## src/rtl/llr_pkg.sv

```systemverilog
// ============================================================================
// Module      : llr_pkg
// Description : Shared types and constants for the LLR loader.
// Revision    : 1.0 - initial release
// ============================================================================
`default_nettype none

package llr_pkg;

    typedef enum logic [1:0] {
        CODE_64   = 2'd0,
        CODE_256  = 2'd1,
        CODE_1024 = 2'd2,
        CODE_BAD  = 2'd3
    } code_e;

    localparam int WORDS_64   = 8;
    localparam int WORDS_256  = 32;
    localparam int WORDS_1024 = 128;
    localparam int CNT_W      = 7;

    typedef enum logic [1:0] {
        ST_IDLE  = 2'd0,
        ST_FETCH = 2'd1,
        ST_DRAIN = 2'd2,
        ST_DONE  = 2'd3
    } state_e;

    // Index of the highest SRAM word of a codeword (W-1).
    function automatic logic [CNT_W-1:0] last_word_idx(input code_e code);
        case (code)
            CODE_64:  return CNT_W'(WORDS_64 - 1);
            CODE_256: return CNT_W'(WORDS_256 - 1);
            default:  return CNT_W'(WORDS_1024 - 1);
        endcase
    endfunction

endpackage

`default_nettype wire

```

## src/rtl/llr_loader_if.sv

```systemverilog
// ============================================================================
// Module      : llr_loader_if
// Description : Command, SRAM read and LLR-memory write signals of the loader.
// Revision    : 1.0 - initial release
// ============================================================================
`default_nettype none

interface llr_loader_if #(
    parameter int ADDR_W = 12
);
    logic              i_start;
    logic [1:0]        i_code;
    logic [ADDR_W-1:0] i_base_addr;
    logic              o_mem_ren;
    logic [ADDR_W-1:0] o_mem_addr;
    logic [63:0]       i_mem_rdata;
    logic              o_wen;
    logic [63:0]       o_data;
    logic [1:0]        o_code;
    logic              o_busy;
    logic              o_done;
    logic              o_err;

    // Controller / SRAM side
    modport master (
        output i_start, i_code, i_base_addr, i_mem_rdata,
        input  o_mem_ren, o_mem_addr, o_wen, o_data, o_code, o_busy, o_done, o_err
    );

    // Loader side
    modport slave (
        input  i_start, i_code, i_base_addr, i_mem_rdata,
        output o_mem_ren, o_mem_addr, o_wen, o_data, o_code, o_busy, o_done, o_err
    );
endinterface

`default_nettype wire

```

## src/rtl/llr_rd_pipe.sv

```systemverilog
// ============================================================================
// Module      : llr_rd_pipe
// Description : SRAM read-latency valid pipe and output beat register.
//               LLR_LOADER_SAT_EN: clamp each LLR magnitude to 63.
// Revision    : 1.0 - initial release
// ============================================================================
`default_nettype none

module llr_rd_pipe #(
    parameter int RD_LAT = 1
) (
    input  wire logic        clk,
    input  wire logic        rst_n,
    input  wire logic        ren,
    input  wire logic [63:0] rdata,
    output logic             wen,
    output logic [63:0]      data,
    output logic             pending
);

    logic [RD_LAT-1:0] vld;
    logic [63:0]       fmt;

    generate
        if (RD_LAT == 1) begin : g_lat1
            always_ff @(posedge clk) begin
                if (!rst_n) vld <= '0;
                else        vld <= ren;
            end
        end else begin : g_latn
            always_ff @(posedge clk) begin
                if (!rst_n) vld <= '0;
                else        vld <= {vld[RD_LAT-2:0], ren};
            end
        end
    endgenerate

`ifdef LLR_LOADER_SAT_EN
    // Magnitude above 63 means bit 6 is set; keep the sign, force 63.
    always_comb begin
        fmt = rdata;
        for (int k = 0; k < 8; k++) begin
            if (rdata[8*k+6]) fmt[8*k +: 7] = 7'h3F;
        end
    end
`else
    assign fmt = rdata;
`endif

    always_ff @(posedge clk) begin
        if (!rst_n) begin
            wen  <= 1'b0;
            data <= '0;
        end else begin
            wen <= vld[RD_LAT-1];
            if (vld[RD_LAT-1]) data <= fmt;
        end
    end

    assign pending = |vld;

endmodule

`default_nettype wire

```

## src/rtl/llr_loader.sv

```systemverilog
// ============================================================================
// Module      : llr_loader
// Description : Fetches one codeword of LLRs from SRAM, highest word first,
//               and streams them as 8-LLR write beats to the LLR memory.
// Revision    : 1.0 - initial release
// ============================================================================
`default_nettype none

module llr_loader
    import llr_pkg::*;
#(
    parameter int ADDR_W = 12,
    parameter int RD_LAT = 1
) (
    input  wire logic   i_clk,
    input  wire logic   i_rst_n,
    llr_loader_if.slave bus
);

    state_e             state, state_nxt;
    logic               mem_ren, ren_nxt;
    logic [ADDR_W-1:0]  mem_addr, addr_nxt;
    logic [CNT_W-1:0]   cnt, cnt_nxt;
    logic [1:0]         code_q, code_nxt;
    logic               busy, busy_nxt;
    logic               done, done_nxt;
    logic               err, err_nxt;
    logic               wen;
    logic [63:0]        data;
    logic               pipe_pending;
    logic [CNT_W-1:0]   start_idx;

    assign start_idx = last_word_idx(code_e'(bus.i_code));

    always_ff @(posedge i_clk) begin
        if (!i_rst_n) begin
            state    <= ST_IDLE;
            mem_ren  <= 1'b0;
            mem_addr <= '0;
            cnt      <= '0;
            code_q   <= '0;
            busy     <= 1'b0;
            done     <= 1'b0;
            err      <= 1'b0;
        end else begin
            state    <= state_nxt;
            mem_ren  <= ren_nxt;
            mem_addr <= addr_nxt;
            cnt      <= cnt_nxt;
            code_q   <= code_nxt;
            busy     <= busy_nxt;
            done     <= done_nxt;
            err      <= err_nxt;
        end
    end

    always_comb begin
        state_nxt = state;
        ren_nxt   = mem_ren;
        addr_nxt  = mem_addr;
        cnt_nxt   = cnt;
        code_nxt  = code_q;
        busy_nxt  = busy;
        done_nxt  = 1'b0;
        err_nxt   = 1'b0;
        case (state)
            ST_IDLE: begin
                if (bus.i_start) begin
                    if (bus.i_code == CODE_BAD) begin
                        err_nxt = 1'b1;
                    end else begin
                        code_nxt  = bus.i_code;
                        cnt_nxt   = start_idx;
                        addr_nxt  = bus.i_base_addr + ADDR_W'(start_idx);
                        ren_nxt   = 1'b1;
                        busy_nxt  = 1'b1;
                        state_nxt = ST_FETCH;
                    end
                end
            end
            ST_FETCH: begin
                if (cnt == '0) begin
                    ren_nxt   = 1'b0;
                    state_nxt = ST_DRAIN;
                end else begin
                    addr_nxt = mem_addr - ADDR_W'(1);
                    cnt_nxt  = cnt - CNT_W'(1);
                end
            end
            ST_DRAIN: begin
                // Pipe empty while the final beat is on the bus.
                if (!pipe_pending && wen) begin
                    done_nxt  = 1'b1;
                    state_nxt = ST_DONE;
                end
            end
            ST_DONE: begin
                busy_nxt  = 1'b0;
                state_nxt = ST_IDLE;
            end
            default: state_nxt = ST_IDLE;
        endcase
    end

    llr_rd_pipe #(
        .RD_LAT (RD_LAT)
    ) u_rd_pipe (
        .clk     (i_clk),
        .rst_n   (i_rst_n),
        .ren     (mem_ren),
        .rdata   (bus.i_mem_rdata),
        .wen     (wen),
        .data    (data),
        .pending (pipe_pending)
    );

    assign bus.o_mem_ren  = mem_ren;
    assign bus.o_mem_addr = mem_addr;
    assign bus.o_wen      = wen;
    assign bus.o_data     = data;
    assign bus.o_code     = code_q;
    assign bus.o_busy     = busy;
    assign bus.o_done     = done;
    assign bus.o_err      = err;

endmodule

`default_nettype wire

```

## src/flat_wrapper.sv

```systemverilog
// flat-port wrapper written by rule: the top's interface ports become plain ports
module llr_loader_flat import llr_pkg::*;
#(
    parameter int ADDR_W = 12,
    parameter int RD_LAT = 1
)
  (i_clk, i_rst_n, bus_i_start, bus_i_code, bus_i_base_addr, bus_i_mem_rdata, bus_o_mem_ren, bus_o_mem_addr, bus_o_wen, bus_o_data, bus_o_code, bus_o_busy, bus_o_done, bus_o_err);
  llr_loader_if #(.ADDR_W(ADDR_W)) bus_i ();
  input  wire logic i_clk;
  input  wire logic i_rst_n;
  input wire logic [$bits(bus_i.i_start)-1:0] bus_i_start;
  input wire logic [$bits(bus_i.i_code)-1:0] bus_i_code;
  input wire logic [$bits(bus_i.i_base_addr)-1:0] bus_i_base_addr;
  input wire logic [$bits(bus_i.i_mem_rdata)-1:0] bus_i_mem_rdata;
  output wire logic [$bits(bus_i.o_mem_ren)-1:0] bus_o_mem_ren;
  output wire logic [$bits(bus_i.o_mem_addr)-1:0] bus_o_mem_addr;
  output wire logic [$bits(bus_i.o_wen)-1:0] bus_o_wen;
  output wire logic [$bits(bus_i.o_data)-1:0] bus_o_data;
  output wire logic [$bits(bus_i.o_code)-1:0] bus_o_code;
  output wire logic [$bits(bus_i.o_busy)-1:0] bus_o_busy;
  output wire logic [$bits(bus_i.o_done)-1:0] bus_o_done;
  output wire logic [$bits(bus_i.o_err)-1:0] bus_o_err;
  assign bus_i.i_start = bus_i_start;
  assign bus_i.i_code = bus_i_code;
  assign bus_i.i_base_addr = bus_i_base_addr;
  assign bus_i.i_mem_rdata = bus_i_mem_rdata;
  assign bus_o_mem_ren = bus_i.o_mem_ren;
  assign bus_o_mem_addr = bus_i.o_mem_addr;
  assign bus_o_wen = bus_i.o_wen;
  assign bus_o_data = bus_i.o_data;
  assign bus_o_code = bus_i.o_code;
  assign bus_o_busy = bus_i.o_busy;
  assign bus_o_done = bus_i.o_done;
  assign bus_o_err = bus_i.o_err;
  llr_loader #(.ADDR_W(ADDR_W), .RD_LAT(RD_LAT)) u_core (.i_clk(i_clk), .i_rst_n(i_rst_n), .bus(bus_i));
endmodule
```

## config.mk

```make
export PLATFORM = sky130hd
export DESIGN_NAME = llr_loader_flat
export DESIGN_NICKNAME = d
export VERILOG_FILES = /design/src/rtl/llr_pkg.sv /design/src/rtl/llr_loader_if.sv /design/src/rtl/llr_rd_pipe.sv /design/src/rtl/llr_loader.sv /design/src/flat_wrapper.sv
export SDC_FILE = /design/constraint.sdc
export NUM_CORES = 1
export LEC_CHECK = 0
export BUFFER_PORTS_ARGS = -buffer_cell sky130_fd_sc_hd__buf_2
export CAP_MARGIN = 20
export CORE_MARGIN = 1
export CORE_UTILIZATION = 40
export DETAILED_ROUTE_END_ITERATION = 16
export PLACE_DENSITY_LB_ADDON = 0.15
export SYNTH_ARGS = -nofsm -noshare
export SYNTH_HDL_FRONTEND = slang
export SYNTH_SLANG_ARGS = --single-unit
```

## constraint.sdc

```tcl
create_clock -name i_clk -period 1.75 [get_ports i_clk]
set_input_delay 0.175 -clock i_clk [delete_from_list [all_inputs] [get_ports i_clk]]
set_output_delay 0.175 -clock i_clk [all_outputs]
set_load 0.03 [all_outputs]
```

==> summary.md <==
| Metric | Value |
|---|---|
| Data arrival time at the worst-slack endpoint | 2.01 ns |
| Clock latency on the worst-skew pair | 0.37 ns |
| Number of instances in the synthesized netlist | 457 |
| Gate family responsible for the most delay along the worst path | compound AO/OA/AOI/OAI gates |
| Buffers on Ports | 163 |
| Wire length of the first global-routing pass | 17600 um |
| FF-to-FF End | u_core.cnt[5]$_SDFFE_PN0P_ |
| CTS tree | done |
| Via density per instance | 4.94 |
| # nets final | 745 |
| Residual DRC | 0 |
| # H-tree levels | 3 |
| Worst path bufs/invs | 2 |
| Biggest area consumer among synthesized cells | dfxtp_1 |
| Ranking of synthesized cells by area | dfxtp_1, mux2i_1, nor2_1, ha_1, o21ai_0 |
| Number of nets with antenna violations after detailed routing | 0 |
| Overall power after layout | 8.69 mW |
| Actual transition at the worst max-transition pin | 0.466 ns |
| Via count | 3907 |
| Slew Limit Fails | 0 |
| Synth top area share | 44.8% |
| Die Ht | 104 um |
| CTS Root Cell | clkbuf_8 |
| Share of the yosys chip area belonging to registers | 44.8% |
| Share of cells above drive strength 1 | 40.9% |
| Flop-to-flop setup slack | 0.006 ns |
| Clock skew | 0.00641 ns |
| Kind of start point of the critical path | register |
| Warnings from Yosys | 0 |
| Effective utilization at floorplan | 41.9% |
| Most frequently used cell type in the post-synthesis netlist | dfxtp_1 |
| DPL Wire Length | 7750 um |
| CP Max Fanout | 5 |
| Final Critical Period | 1.74 ns |
| Nature of the critical path endpoint | register |
| Mean cell area of the mapped netlist | 9.09 um^2 |
| Master of the slowest instance on the critical path | dfxtp_4 |
| Post-cts hold buffer count | 0 |
| Number of enable flip-flop cells after synthesis | 0 |
| Sink Count | 93 |
| Hold path start | bus_i_mem_rdata[63] |
| Number of cell rows | 36 |
| Initial DRC count | 189 |
| Final hold violation count | 0 |
| Cells along the critical path | inv_4 -> ha_4 -> a21boi_4 -> buf_4 -> a211o_4 -> o21a_4 -> nor3_2 -> nor3_1 |
| R2R cell count | 8 |
| Total die area | 10800 um^2 |
| Fin Setup TNS | 0 ns |
| Antenna violations before repair | 0 |
| Growth of design area from synthesis to finish | 39.8% |
| Iteration count of the initial detailed-routing pass | 4 |
| Total congestion overflow after global routing | 0 |
| I/O pin total | 164 |
| Most instantiated flip-flop cell in the synthesis netlist | dfxtp_1 |
| Routed wire per std cell | 13.7 um |
| CTS clk-pin slew, worst paths | 0.09 ns |
| Filler cell count in the final layout | 921 |
| Vias in the first global route | 3761 |
| Slew margin rel. | 68.9% |
| Final cell count without fillers | 791 |
| Leakage dissipation | 2.59 nW |
| GRT Resource Usage Total | 20.2% |
| Largest stage delay, worst path | 0.39 ns |
| Maximum number of pins on one net before global-route repair | 66 |
| Routed WL | 10800 um |
| Endpoint, Worst Hold | u_core.u_rd_pipe.data[63]$_SDFFE_PN0P_ |
| Required time reported for the critical path endpoint | 2.01 ns |
| Antenna cells | 0 |
| Outcome | finished, final reports clean |
| Number of flip-flops and latches in the synthesized netlist | 93 |
| Post-Route Hold Slack | 0.0365 ns |
| Synth unique cells | 53 |
| Achievable Freq | 0.574 GHz |
| Top cells by instance count after synthesis | dfxtp_1, nor2_1, mux2i_1 |
| Crit Path Class | reg -> reg |
| Count of cells along the worst hold path | 3 |
| PD cells | 1500 nW/um^2 |
| Routability congestion estimate | 0.860 |
| Hold crit path type | in -> reg |
| Synth Net Count | 548 |
| RSZ-0062 raised after global routing | yes |
| Combined area of all synthesized cells | 4150 um^2 |
| Startpoint of the most critical register-to-register path | u_core.state[0]$_SDFFE_PN0P_ |
| Max_cap viols | 0 |
| Die outline width | 104 um |
| Share of synthesized flip-flops with an asynchronous set or reset | 0% |
| Final Cycle Share | 99.6% |
| Placed insts | 770 |
| CTS Buf Count | 9 |
| Number of buffers on the longest clock path | 2 |
| Final count of negative-setup-slack endpoints | 0 |
| Placeable core region | 9910 um^2 |
| Maximum vdd drop | 0.000850 V |
## cell type report
type	count	area (um^2)	share of cell area, %
Clock buffer	12	135	2.33
Clock inverter	3	47.5	0.819
Inverter	14	57.6	0.991
Multi-Input combinational cell	325	2310	39.7
Sequential cell	93	1880	32.3
Tap cell	133	166	2.87
Timing Repair Buffer	211	1220	20.9
## worst max-delay path by stage
stage	from	endpoint	slack, ns	cells past startpoint
2_1_floorplan	bus_i_code[1]	u_core.bus.o_mem_addr[7]$_SDFFE_PN0P_	-0.008	8
3_3_place_gp	bus_i_code[1]	u_core.bus.o_mem_addr[7]$_SDFFE_PN0P_	-0.21	9
3_5_place_dp	bus_i_code[1]	u_core.bus.o_mem_addr[7]$_SDFFE_PN0P_	-0.22	9
4_1_cts	u_core.state[0]$_SDFFE_PN0P_	u_core.bus.o_mem_addr[7]$_SDFFE_PN0P_	0.002	7
5_1_grt	u_core.state[0]$_SDFFE_PN0P_	u_core.cnt[3]$_SDFFE_PN0P_	-0.10	7
6_report	u_core.state[0]$_SDFFE_PN0P_	u_core.cnt[5]$_SDFFE_PN0P_	0.006	8
## report_power, final
group	leakage, nW	switching (mW)	internal [mW]
sequential	0.760	0.287	2.48
clock	0.0906	0.747	0.661
combinational	1.74	2.47	2.04
total	2.59	3.51	5.18
## metrics by stage
step	worst slack, ns	utilization [%]	cell area, um^2
floorplan	-0.00761	-	4180
global placement	-0.206	54.5	5400
detailed placement	-0.221	54.5	5400
CTS	0.00164	57.1	5660
global route	-0.101	58.6	5810
finish	0.00644	58.6	5810
## layer usage
layer / global-route usage (%) / wire, um
met5: 0 / 0
met4: 6.02 / 125
met3: 7.39 / 752
met2: 34.1 / 5250
met1: 23.9 / 4710
## registers in the layout, summed over array words and instances (netlist names)
name / flops
u_core.bus.o_mem_addr: 12
u_core.u_rd_pipe.data: 64
u_core.bus.o_code: 2
u_core.bus.o_done: 1
u_core.u_rd_pipe.pending: 1
u_core.bus.o_mem_ren: 1
u_core.bus.o_err: 1
u_core.cnt: 7
u_core.bus.o_busy: 1
u_core.state: 2
u_core.u_rd_pipe.wen: 1
## cells by family after synthesis
family | Yosys count | share of synthesized area (%)
XOR/XNOR | 9 | 1.90
AO/OA/AOI/OAI | 79 | 12.2
AND/OR/NAND/NOR | 159 | 17.8
flip-flops | 93 | 44.8
adder cells (fa/ha/maj) | 10 | 3.01
multiplexers | 68 | 16.4
buffers and inverters | 39 | 3.83
## layout by cell type, fill, tap and decap left out, types with 5 or more instances in the layout
cell type / instances
buf_2: 163
dfxtp_1: 87
nor2_1: 86
mux2i_1: 68
buf_4: 42
nand2_1: 23
a21oi_1: 18
o21ai_0: 16
nor3_1: 12
inv_1: 10
clkbuf_8: 9
o21ai_1: 8
nand3_1: 7
xor2_1: 5
## worst reg2reg max path, stage by stage, from the launching register on
cell      delay (ns)
dfxtp_4         0.39
inv_4           0.04
ha_4            0.16
a21boi_4        0.16
buf_4           0.14
a211o_4         0.30
o21a_4          0.23
nor3_2          0.15
nor3_1          0.07
## repair_timing
item	in CTS	in global routing
endpoints found under the setup margin	18	15
buffers inserted	1	5
pin swaps	7	19
resized for setup	14	34
No activity file was read; power rests on OpenSTA's default activity.
